<file path="config.mk">
export PLATFORM = sky130hd
export DESIGN_NAME = kick_charge_ctrl
export DESIGN_NICKNAME = d
export VERILOG_FILES = /design/src/rtl/kick_charge_ctrl.sv
export SDC_FILE = /design/constraint.sdc
export NUM_CORES = 1
export LEC_CHECK = 0
export CORE_MARGIN = 3
export CORE_UTILIZATION = 56
export CTS_CLUSTER_SIZE = 12
export DETAILED_ROUTE_END_ITERATION = 8
export HOLD_SLACK_MARGIN = 0.05
export PLACE_DENSITY = 0.76
export SYNTH_ARGS = -nofsm -noshare
export SYNTH_HDL_FRONTEND = slang
export SYNTH_SLANG_ARGS = --single-unit
</file>
<file path="constraint.sdc">
create_clock -name clk -period 3.1 [get_ports clk]
set_input_delay 0.465 -clock clk [delete_from_list [all_inputs] [get_ports clk]]
set_output_delay 0.465 -clock clk [all_outputs]
set_load 0.01 [all_outputs]
</file>
<file path="src/rtl/kick_charge_ctrl.sv">
// kick_charge_ctrl: filters ADC supply/capacitor samples and runs the kicker capacitor charge FSM
//   in : clk, reset (sync, active-high), powv/pow_valid and capv/cap_valid (ADC samples + 1-cycle strobes),
//        charge_req (CPU level request), fault_clr (1-cycle strobe)
//   out: charge_en (charger pin), cap_full, low_bat, fault, pow_avg, cap_avg, primed (registered)
module kick_charge_ctrl #(
  parameter logic [7:0] CAP_FULL_TH  = 8'd200,
  parameter logic [7:0] CAP_RECHG_TH = 8'd180,
  parameter logic [7:0] BAT_LOW_TH   = 8'd150,
  parameter logic [7:0] BAT_OK_TH    = 8'd160,
  parameter int TMO_W = 24,
  parameter logic [TMO_W-1:0] CHG_TIMEOUT = TMO_W'(10000000)
) (
  input  logic       clk,
  input  logic       reset,
  input  logic [7:0] powv,
  input  logic       pow_valid,
  input  logic [7:0] capv,
  input  logic       cap_valid,
  input  logic       charge_req,
  input  logic       fault_clr,
  output logic       charge_en,
  output logic       cap_full,
  output logic       low_bat,
  output logic       fault,
  output logic [7:0] pow_avg,
  output logic [7:0] cap_avg,
  output logic       primed
);
  typedef enum logic [1:0] {IDLE, CHARGING, FULL, FAULT} state_t;
  localparam logic [TMO_W-1:0] TMO_LAST = CHG_TIMEOUT - TMO_W'(1);
  state_t state_q, state_d;
  logic [TMO_W-1:0] timer_q, timer_d;
  logic [3:0][7:0] pow_hist_q, pow_hist_d, cap_hist_q, cap_hist_d;
  logic [9:0] pow_sum_q, pow_sum_d, cap_sum_q, cap_sum_d;
  logic [2:0] pow_cnt_q, pow_cnt_d, cap_cnt_q, cap_cnt_d;
  logic [7:0] pow_avg_q, pow_avg_d, cap_avg_q, cap_avg_d;
  logic primed_q, primed_d, low_bat_q, low_bat_d;
  logic charge_en_q, charge_en_d, cap_full_q, cap_full_d, fault_q, fault_d;
  // Moving-average filters: entry [3] is the oldest sample, dropped from the running sum as a new one enters.
  always_comb begin
    pow_hist_d = pow_valid ? {pow_hist_q[2:0], powv} : pow_hist_q;
    cap_hist_d = cap_valid ? {cap_hist_q[2:0], capv} : cap_hist_q;
    pow_sum_d = pow_valid ? pow_sum_q + 10'(powv) - 10'(pow_hist_q[3]) : pow_sum_q;
    cap_sum_d = cap_valid ? cap_sum_q + 10'(capv) - 10'(cap_hist_q[3]) : cap_sum_q;
    pow_cnt_d = (pow_valid && !pow_cnt_q[2]) ? pow_cnt_q + 3'd1 : pow_cnt_q;
    cap_cnt_d = (cap_valid && !cap_cnt_q[2]) ? cap_cnt_q + 3'd1 : cap_cnt_q;
    pow_avg_d = pow_sum_d[9:2];
    cap_avg_d = cap_sum_d[9:2];
    primed_d = pow_cnt_d[2] && cap_cnt_d[2];
    low_bat_d = !primed_q ? low_bat_q :
                (pow_avg_q < BAT_LOW_TH) ? 1'b1 :
                (pow_avg_q >= BAT_OK_TH) ? 1'b0 : low_bat_q;
  end
  always_comb begin
    state_d = state_q;
    timer_d = timer_q;
    case (state_q)
      IDLE:
        if (charge_req && primed_q && !low_bat_q) begin
          state_d = CHARGING;
          timer_d = '0;
        end
      CHARGING:
        if (!charge_req || low_bat_q) state_d = IDLE;
        else if (cap_avg_q >= CAP_FULL_TH) state_d = FULL;
        else if (timer_q == TMO_LAST) state_d = FAULT;
        else timer_d = timer_q + TMO_W'(1);
      FULL:
        if (!charge_req || low_bat_q) state_d = IDLE;
        else if (cap_avg_q < CAP_RECHG_TH) begin
          state_d = CHARGING;
          timer_d = '0;
        end
      FAULT:
        if (fault_clr) state_d = IDLE;
      default: state_d = IDLE;
    endcase
    // Outputs are decoded from the next state so they land together with the state register.
    charge_en_d = state_d == CHARGING;
    cap_full_d = state_d == FULL;
    fault_d = state_d == FAULT;
  end
  always_ff @(posedge clk) begin
    if (reset) begin
      state_q <= IDLE;
      timer_q <= '0;
      pow_hist_q <= '0;
      cap_hist_q <= '0;
      pow_sum_q <= '0;
      cap_sum_q <= '0;
      pow_cnt_q <= '0;
      cap_cnt_q <= '0;
      pow_avg_q <= '0;
      cap_avg_q <= '0;
      primed_q <= 1'b0;
      low_bat_q <= 1'b0;
      charge_en_q <= 1'b0;
      cap_full_q <= 1'b0;
      fault_q <= 1'b0;
    end else begin
      state_q <= state_d;
      timer_q <= timer_d;
      pow_hist_q <= pow_hist_d;
      cap_hist_q <= cap_hist_d;
      pow_sum_q <= pow_sum_d;
      cap_sum_q <= cap_sum_d;
      pow_cnt_q <= pow_cnt_d;
      cap_cnt_q <= cap_cnt_d;
      pow_avg_q <= pow_avg_d;
      cap_avg_q <= cap_avg_d;
      primed_q <= primed_d;
      low_bat_q <= low_bat_d;
      charge_en_q <= charge_en_d;
      cap_full_q <= cap_full_d;
      fault_q <= fault_d;
    end
  end
  assign charge_en = charge_en_q;
  assign cap_full = cap_full_q;
  assign low_bat = low_bat_q;
  assign fault = fault_q;
  assign pow_avg = pow_avg_q;
  assign cap_avg = cap_avg_q;
  assign primed = primed_q;
endmodule

</file>
# ---- Word-level counts from Yosys, hierarchy flattened
# Index checks and enable logic that the tools add are counted.
dict set report word_totals {
  reg_bits 121
  inputBits 22
  out_inout_bits 21
  elab_cells 81
}
dict set report classes {
  addsub 7
  n_lt_le_gt_ge 4
  eq_ne 13
  muxes 19
  n_reduce_logical 15
}
# operator count
set ops {}
lappend ops {{24-bit two-way mux} 6}
lappend ops {{24-bit one-hot mux with 3 select lines} 1}
lappend ops {{24-bit by 1-bit adder with 24-bit output, second input constant} 1}
lappend ops {{24-bit == test, second input constant} 1}
lappend ops {{10-bit by 8-bit adder with 10-bit output} 2}
lappend ops {{10-bit by 8-bit subtractor with 10-bit output} 2}
lappend ops {{8-bit greater-or-equal comparator, second input constant} 2}
lappend ops {{8-bit less-than comparator, second input constant} 2}
lappend ops {{2-bit two-way mux} 7}
lappend ops {{2-bit inequality test, second input constant} 6}
lappend ops {{2-bit == test, second input constant} 4}
lappend ops {{2-bit one-hot mux with 4 select lines} 1}
lappend ops {{7-bit AND reduction} 1}
lappend ops {{3-bit by 1-bit adder with 3-bit output, second input constant} 2}
lappend ops {{3-bit two-way mux} 2}
lappend ops {{1-bit logical AND} 5}
lappend ops {{2-bit by 1-bit == test with 1-bit output, second input constant} 2}
lappend ops {{1-bit zero test} 4}
lappend ops {{3-bit nonzero test} 1}
lappend ops {{2-bit zero test} 1}
lappend ops {{1-bit two-way mux} 2}
lappend ops {{2-bit AND reduction} 1}
lappend ops {{2-bit nonzero test} 1}
lappend ops {{1-bit logical OR} 1}

# ---- Longest topological paths before layout
# Gate-level depths: netlist of run 1.
dict set report logic_depth {
  word_depth 6
  mapped_depth 12
  depth_no_buf 12
}

# ---- Worst setup path before layout of run 1
# Ideal clock, no wire load.
dict set report synth_path {
  path_type {in2reg}
  from {in powv[1]}
  to {reg pow_sum_q[9]}
  setup_time_ns 0.116
  arrival_time_ns 2.477
  required_ns 2.984
  path_slack_ns 0.507
  cell_stages 10
  n_path_buf 0
  path_cell_list {inv_1 > fa_1 > inv_1 > ha_1 > a211oi_1 > o21ai_0 > o211ai_1 > o21ai_0 > xor2_1 > a31o_2}
}
dict set report synth_via {
  elab_chain_len 2
}
# item line_no
set synth_rtl {}
lappend synth_rtl {{from (decl)} 15} ;# input logic [7:0] powv,
lappend synth_rtl {{10-bit by 8-bit adder with 10-bit output} 43} ;# pow_sum_d = pow_valid ? pow_sum_q + 10'(powv) - 10'(pow_hist_q[3]) : pow_sum_q;
lappend synth_rtl {{10-bit by 8-bit subtractor with 10-bit output} 43}
lappend synth_rtl {{to (signal assigned)} 105} ;# pow_sum_q <= pow_sum_d;
lappend synth_rtl {{to (decl)} 34} ;# logic [9:0] pow_sum_q, pow_sum_d, cap_sum_q, cap_sum_d;
# Every way passes these cells.
# A chain may end at the register's enable or synchronous reset.

# ---- Worst setup path after layout of run 1
# Same ends and word-level chain as after synthesis.

==> flow_summary.rst, run 1 <==
.. list-table::
   :header-rows: 1

   * - Metric
     - Value
   * - Outcome
     - finished, final reports clean
   * - Vias in the first global route
     - 4,623
   * - Area used by multi-input combinational logic
     - 0.00332 mm²
   * - Placer congestion estimate
     - approximately 0.88
   * - WL per Instance
     - between 10 and 15 µm
   * - Final Hold Violating Endpoints
     - 0
   * - Max Buffers Root-to-Sink
     - 2
   * - Number of nets still failing antenna checks after routing
     - 0
   * - Die Width
     - approximately 110 µm
   * - Nets in the synthesized netlist
     - between 700 and 800
   * - Count of instances resized after the clock tree is built
     - 0
   * - Growth of design area from synthesis to finish
     - 16.3%
   * - Req. time, crit path
     - approximately 3.5 ns
   * - Port bufs
     - 42
   * - # setup viols final
     - 0
   * - DRC viols
     - 0
   * - Critical path start-end classification
     - in -> reg
   * - Maximum operating frequency
     - about 360 MHz
   * - Startpoint Class
     - input port
   * - Half-perimeter wire length of the detailed placement result
     - around 8400 µm
   * - Number of core rows
     - 38
   * - Clock root buffer master
     - sky130_fd_sc_hd__clkbuf_8
   * - CTS Hold Buffers Added
     - 0
   * - Total global routing track utilization
     - 0.205
   * - Final cell count without fillers
     - 867
   * - Post-Synthesis Cells
     - 688
   * - Power density over the cells
     - 717 mW/mm²
   * - R2R Setup Slk
     - 0.47 ns
   * - FF+latch count, synth
     - between 100 and 150
   * - Synth Area in Adders
     - 0.105
   * - Final Core Density
     - 0.672
   * - Headroom to the max-slew limit
     - 0.306
   * - Xor-xnor portion of the synthesized cell area
     - 0.0320
   * - Number of H-tree levels
     - 4
   * - Starting Density
     - 0.578
   * - Clock slew seen by the registers of the worst setup and hold paths
     - 0.05 ns
   * - Asr flop ratio synth
     - 0
   * - RSZ-0062 raised after global routing
     - no
   * - Synthesized-area fraction occupied by ao, oa, aoi and oai cells
     - 0.0989
   * - Count of synthesis-stage warnings from yosys
     - 0
   * - Portion of the post-synthesis area used by sequential elements
     - 0.385
   * - Reg area
     - approximately 0.0024 mm²
   * - Average cell area after synthesis
     - 9.14 µm²
   * - Measured slew at the worst slew-check pin
     - around 1.0 ns
   * - Largest net degree at the start of global routing
     - 100
   * - Final non-filler cell area
     - 0.00732 mm²
   * - Post-Synth Simple-Gate Area
     - 0.166
   * - Total inserted antenna cells
     - 0
   * - Final net count
     - 781
   * - Via-per-instance ratio
     - between 5 and 6
   * - Leak pwr
     - 3.19 nW
   * - Max VDD drop
     - roughly 530 µV
   * - Clock latency at the later pin of the worst-skew pair
     - 0.51 ns
   * - Maximum single-stage delay on the critical path
     - 0.57 ns
   * - Dpl cells
     - 837
   * - CTS buffer count
     - 17
   * - Critical path's slowest cell
     - sky130_fd_sc_hd__fa_1
   * - Sink Count
     - around 120
   * - Number of synthesized flops with an enable pin
     - 0
   * - Filler Cell Count
     - just under 900
   * - Die height
     - ~110 µm
   * - Count of different cell masters after synthesis
     - between 60 and 70
   * - DIE AREA
     - approximately 0.013 mm²
   * - Hold WS
     - between 0.2 and 0.25 ns
   * - CP cell instances
     - clkdlybuf4s50_1 > inv_1 > fa_1 > inv_1 > ha_1 > a211oi_1 > o21ai_0 > o211ai_1 > o21ai_0 > xor2_1 > a31o_2
   * - Max FO, Critical Path
     - 3
   * - Setup skew after layout
     - ~0.0044 ns
   * - Area after DPL
     - between 0.006 and 0.007 mm²
   * - Sum Neg Setup Slack
     - 0 ns
   * - Time the final worst path needs with I/O delays and setup
     - between 2 and 3 ns
   * - Mux contribution to synthesized area
     - 0.127
   * - Summed instance area of the synthesized netlist
     - ~0.0063 mm²
   * - Clock tree from TritonCTS
     - yes
   * - Share of final-layout standard cells stronger than drive strength 1
     - 0.0853
   * - Share of the clock period used by the worst path after layout
     - 0.904
   * - Total number of vias
     - between 4,000 and 5,000
   * - Aggregate routed wire length
     - ~12,000 µm
   * - Initial antenna violation count
     - 0
   * - Count of maximum capacitance violations
     - 0
   * - Slew Viols, Final
     - 0
   * - Detailed Route Iter0 Violations
     - 223
   * - Num ports
     - 43
   * - Crit path arrival time
     - 3.20 ns
   * - Worst min-delay path category
     - in -> reg
   * - Element type at the critical path end
     - flop
   * - Area of the placeable core
     - approximately 0.011 mm²
   * - Overflow left after global routing
     - 0
   * - Prevailing post-synth register cell
     - sky130_fd_sc_hd__dfxtp_1
   * - First-pass iteration count of the detailed router
     - 5
   * - Number of buffers added for setup after CTS
     - 0
   * - First-pass GRT wire length
     - 21,300 µm
   * - Largest family of logic cells by synthesized area
     - simple AND/OR/NAND/NOR gates
-- per-stage QoR --
stage,setup WS [ns],power (mW)
after floorplan,0.507,2.91
after global placement,-0.0936,3.21
after detailed placement,-0.205,3.27
after CTS,0.330,5.29
after global routing,0.145,5.57
final,0.298,5.24
-- where the power goes --
part | switching, mW | internal (mW) | leakage (nW)
clock | 0.649 | 1.33 | 0.293
sequential | 0.120 | 1.67 | 0.984
combinational | 0.755 | 0.715 | 1.91
-- per-layer routing --
layer / track usage / part of all wire / up-vias
met5: 0 / 0 / -
met4: 0.0713 / 0.013 / 0
met3: 0.0554 / 0.044 / 19
met2: 0.338 / 0.48 / 92
met1: 0.261 / 0.46 / 2196
li1: - / - / 2370
-- critical path, delay by kind of cell --
family	cells	cell delay, ns
AO/OA/AOI/OAI	5	1.08
XOR/XNOR	1	0.17
adder cells (fa/ha/maj)	2	0.88
buffers and inverters	3	0.61
-- area by class of cell --
class | instances | share of cell area
clock buffers | 21 | 0.0614
clock inverters | 9 | 0.0202
inverters | 81 | 0.0416
multi-input cells | 443 | 0.454
flip-flops and latches | 121 | 0.331
well taps | 140 | 0.0239
repair buffers | 52 | 0.0674
-- synthesized netlist by cell type, drive strengths merged, types with 5 or more instances --
| master | instances | area share |
|---|---|---|
| dfxtp | 121 | 0.39 |
| nor2 | 112 | 0.068 |
| inv | 81 | 0.048 |
| mux2i | 80 | 0.13 |
| buf | 30 | 0.030 |
| ha | 27 | 0.054 |
| a21oi | 23 | 0.020 |
| nand2 | 21 | 0.013 |
| o21ai | 20 | 0.016 |
| fa | 16 | 0.051 |
| clkbuf | 13 | 0.0078 |
| nand3 | 13 | 0.011 |
| xnor2 | 12 | 0.017 |
| xor2 | 11 | 0.015 |
| a211oi | 9 | 0.012 |
| nand4 | 8 | 0.0080 |
| nor3 | 8 | 0.0080 |
| a21o | 7 | 0.0084 |
| nor2b | 7 | 0.0070 |
| nand2b | 5 | 0.0062 |
| nor4 | 5 | 0.0097 |
| o22ai | 5 | 0.0050 |
| or3 | 5 | 0.0050 |
| or4 | 5 | 0.0060 |
-- sequential cells by signal, summed over array words and instances, names as in the netlist --
name	flops
state_q	2
timer_q	24
cap_sum_q	10
cap_hist_q	32
fault	1
pow_sum_q	10
low_bat	1
cap_cnt_q	3
primed	1
charge_en	1
pow_cnt_q	3
pow_hist_q	32
cap_full	1
-- path summary, 6_finish.rpt --
| check | end | from | cells past startpoint |
|---|---|---|---|
| setup / recovery | pow_sum_q[9] | powv[1] | 11 |
| hold / removal | cap_cnt_q[2] | cap_valid | 3 |
| setup reg to reg | cap_sum_q[9] | cap_sum_q[4] | 10 |
| hold reg to reg | timer_q[22] | timer_q[22] | 2 |
-- logic make-up after synthesis --
family,Yosys count
fa+ha+maj,43
buf+inv,124
compound gates,90
mux,80
flops,121
simple gates,207
xor+xnor,23
-- cells in the final DEF, fill, tap and decap left out, types with 11 or more instances in the layout --
master / count
sky130_fd_sc_hd__nand2_1: 20
sky130_fd_sc_hd__fa_1: 16
sky130_fd_sc_hd__clkdlybuf4s50_1: 39
sky130_fd_sc_hd__xnor2_1: 12
sky130_fd_sc_hd__o21ai_0: 11
sky130_fd_sc_hd__dfxtp_1: 121
sky130_fd_sc_hd__xor2_1: 11
sky130_fd_sc_hd__ha_1: 27
sky130_fd_sc_hd__clkbuf_16: 16
sky130_fd_sc_hd__nor2_1: 111
sky130_fd_sc_hd__mux2i_1: 80
sky130_fd_sc_hd__nand3_1: 12
sky130_fd_sc_hd__inv_1: 81
sky130_fd_sc_hd__a21oi_1: 20
Note: power is estimated with default switching activity, not from simulation.
==> run 2: changes to the inputs <==
CORE_MARGIN = not set   (was 3)
CTS_BUF_LIST = sky130_fd_sc_hd__clkbuf_8   (was not set)
==> run 2 against run 1 <==
- final cell count increased by 0.12%
- clock skew up 0.0026 ns
- worst setup slack worse by 0.056 ns
- non-clock buffer count is the same
- largest power group is now sequential cells
==> flow_summary.rst, run 2 (same netlist as run 1, synthesis figures left out) <==
.. list-table::
   :header-rows: 1

   * - Metric
     - Value
   * - RSZ-0062 raised after global routing
     - no
   * - Maximum operating frequency
     - 350 MHz
   * - Clock slew seen by the registers of the worst setup and hold paths
     - 0.07 ns
   * - Max Buffers Root-to-Sink
     - 2
   * - Sum Neg Setup Slack
     - 0 ns
   * - WL per Instance
     - ~13 µm
   * - Req. time, crit path
     - roughly 3.4 ns
   * - Area after DPL
     - 0.00671 mm²
   * - Count of instances resized after the clock tree is built
     - 0
   * - DIE AREA
     - 0.0117 mm²
   * - Aggregate routed wire length
     - 11,200 µm
   * - Final net count
     - roughly 780
   * - Total inserted antenna cells
     - 0
   * - Critical path start-end classification
     - in -> reg
   * - Detailed Route Iter0 Violations
     - between 200 and 250
   * - Startpoint Class
     - input port
   * - Filler Cell Count
     - 917
   * - Port bufs
     - 42
   * - Largest regs
     - cap_hist_q (32), pow_hist_q (32), timer_q (24)
   * - Sink Count
     - around 120
   * - Launching element of the worst setup path
     - powv[1]
   * - Worst min-delay path category
     - in -> reg
   * - Num ports
     - 43
   * - Power consumption
     - about 4.8 mW
   * - Total number of vias
     - between 4,000 and 5,000
   * - Count of maximum capacitance violations
     - 0
   * - CTS Hold Buffers Added
     - 0
   * - Placer congestion estimate
     - ~0.85
   * - Vias in the first global route
     - ~4,500
   * - Starting Density
     - 0.578
   * - Critical path's slowest cell
     - sky130_fd_sc_hd__fa_1
   * - Maximum single-stage delay on the critical path
     - around 0.58 ns
   * - DRC viols
     - 0
   * - Outcome
     - finished, final reports clean
   * - First-pass GRT wire length
     - 19,800 µm
   * - Clock root buffer master
     - sky130_fd_sc_hd__clkbuf_8
   * - Growth of design area from synthesis to finish
     - 13.7%
   * - Leak pwr
     - 3.13 nW
   * - Clock tree from TritonCTS
     - yes
   * - Headroom to the max-slew limit
     - 0.332
   * - Slew Viols, Final
     - 0
   * - Measured slew at the worst slew-check pin
     - around 1 ns
   * - Area of the placeable core
     - about 0.011 mm²
   * - Via-per-instance ratio
     - between 5 and 6
   * - Final Core Density
     - 0.657
   * - R2R cell count
     - 10
   * - Initial antenna violation count
     - 0
   * - Die height
     - between 100 and 150 µm
   * - Time the final worst path needs with I/O delays and setup
     - about 2.9 ns
   * - Most frequent standard cell in the layout excluding fill and tap cells
     - sky130_fd_sc_hd__dfxtp_1
   * - Total global routing track utilization
     - 0.216
   * - Overflow left after global routing
     - 0
   * - Reg-to-reg critical path startpoint
     - pow_sum_q[1]
   * - Number of core rows
     - 38
   * - R2R Setup Slk
     - 0.49 ns
   * - Max VDD drop
     - about 470 µV
   * - Number of nets still failing antenna checks after routing
     - 0
   * - Commonest cells after routing, fill and taps aside
     - sky130_fd_sc_hd__dfxtp_1 (121), sky130_fd_sc_hd__nor2_1 (111), sky130_fd_sc_hd__inv_1 (84)
   * - Clock latency at the later pin of the worst-skew pair
     - 0.44 ns
   * - CP cell instances
     - clkdlybuf4s50_1 > inv_1 > fa_1 > inv_1 > ha_1 > a211oi_1 > o21ai_0 > o211ai_1 > o21ai_0 > xor2_1 > a31o_2
   * - FF-to-FF End
     - pow_sum_q[9]
   * - Post-place setup slack
     - -0.184 ns
   * - Setup skew after layout
     - approximately 0.0069 ns
   * - # setup viols final
     - 0
   * - Number of H-tree levels
     - 4
   * - Half-perimeter wire length of the detailed placement result
     - between 8000 and 9000 µm
   * - Power density over the cells
     - 667 mW/mm²
   * - Crit path arrival time
     - around 3.2 ns
   * - Final non-filler cell area
     - a little over 0.007 mm²
   * - Max FO, Critical Path
     - 3
   * - Largest net degree at the start of global routing
     - 100
   * - Final Hold Violating Endpoints
     - 0
   * - Capturing element of the worst setup path
     - pow_sum_q[9]
   * - Element type at the critical path end
     - flop
   * - Die Width
     - 108 µm
   * - First-pass iteration count of the detailed router
     - 4
   * - Share of the clock period used by the worst path after layout
     - 0.922
   * - Share of final-layout standard cells stronger than drive strength 1
     - 0.0852
   * - Number of buffers added for setup after CTS
     - 0
   * - PnR worst setup slack
     - 0.241 ns
   * - CTS buffer count
     - 17
==> run 2: worst min-delay path by stage <==
stage,from,endpoint,slack (ns),depth (start not counted)
CTS,reset,timer_q[12],0.43,3
detailed placement,cap_sum_q[1],cap_sum_q[1],0.47,2
global placement,pow_sum_q[1],pow_sum_q[1],0.46,2
floorplan,cap_cnt_q[2],cap_cnt_q[2],0.45,2
global route,reset,timer_q[12],0.44,3
finish,reset,timer_q[12],0.46,3
==> run 2: power by group <==
| group | switching (mW) | internal (mW) |
|---|---|---|
| clock | 0.586 | 0.980 |
| combinational | 0.714 | 0.701 |
| sequential | 0.115 | 1.67 |
| total | 1.42 | 3.35 |
==> run 2: through the flow <==
step	hold slack, ns	instances
global placement	0.463	837
floorplan	0.449	688
detailed placement	0.473	837
CTS	0.427	868
global route	0.443	868
finish	0.457	868
==> run 2: metal layers <==
layer,track usage,wire length (µm),vias up,part of all wire
met4,0.0910,179,0,0.016
met5,0,0,-,0
met3,0.0615,486,17,0.044
met1,0.277,5440,2118,0.49
li1,-,-,2361,-
met2,0.339,5060,79,0.45
==> run 2: area by class of cell <==
type	instances	area, µm²	area share
clock buffer	19	262	0.0366
clock inverter	12	181	0.0254
inverter	81	304	0.0425
multi-input combinational	443	3320	0.465
sequential	121	2420	0.339
tap	140	175	0.0245
timing repair buffer	52	480	0.0672
==> run 2: worst max-delay path, delay by kind of cell <==
| kind | cells | cell delay (ns) |
|---|---|---|
| AO/OA/AOI/OAI | 5 | 1.08 |
| XOR/XNOR | 1 | 0.16 |
| adder cells (fa/ha/maj) | 2 | 0.89 |
| buffers and inverters | 3 | 0.59 |
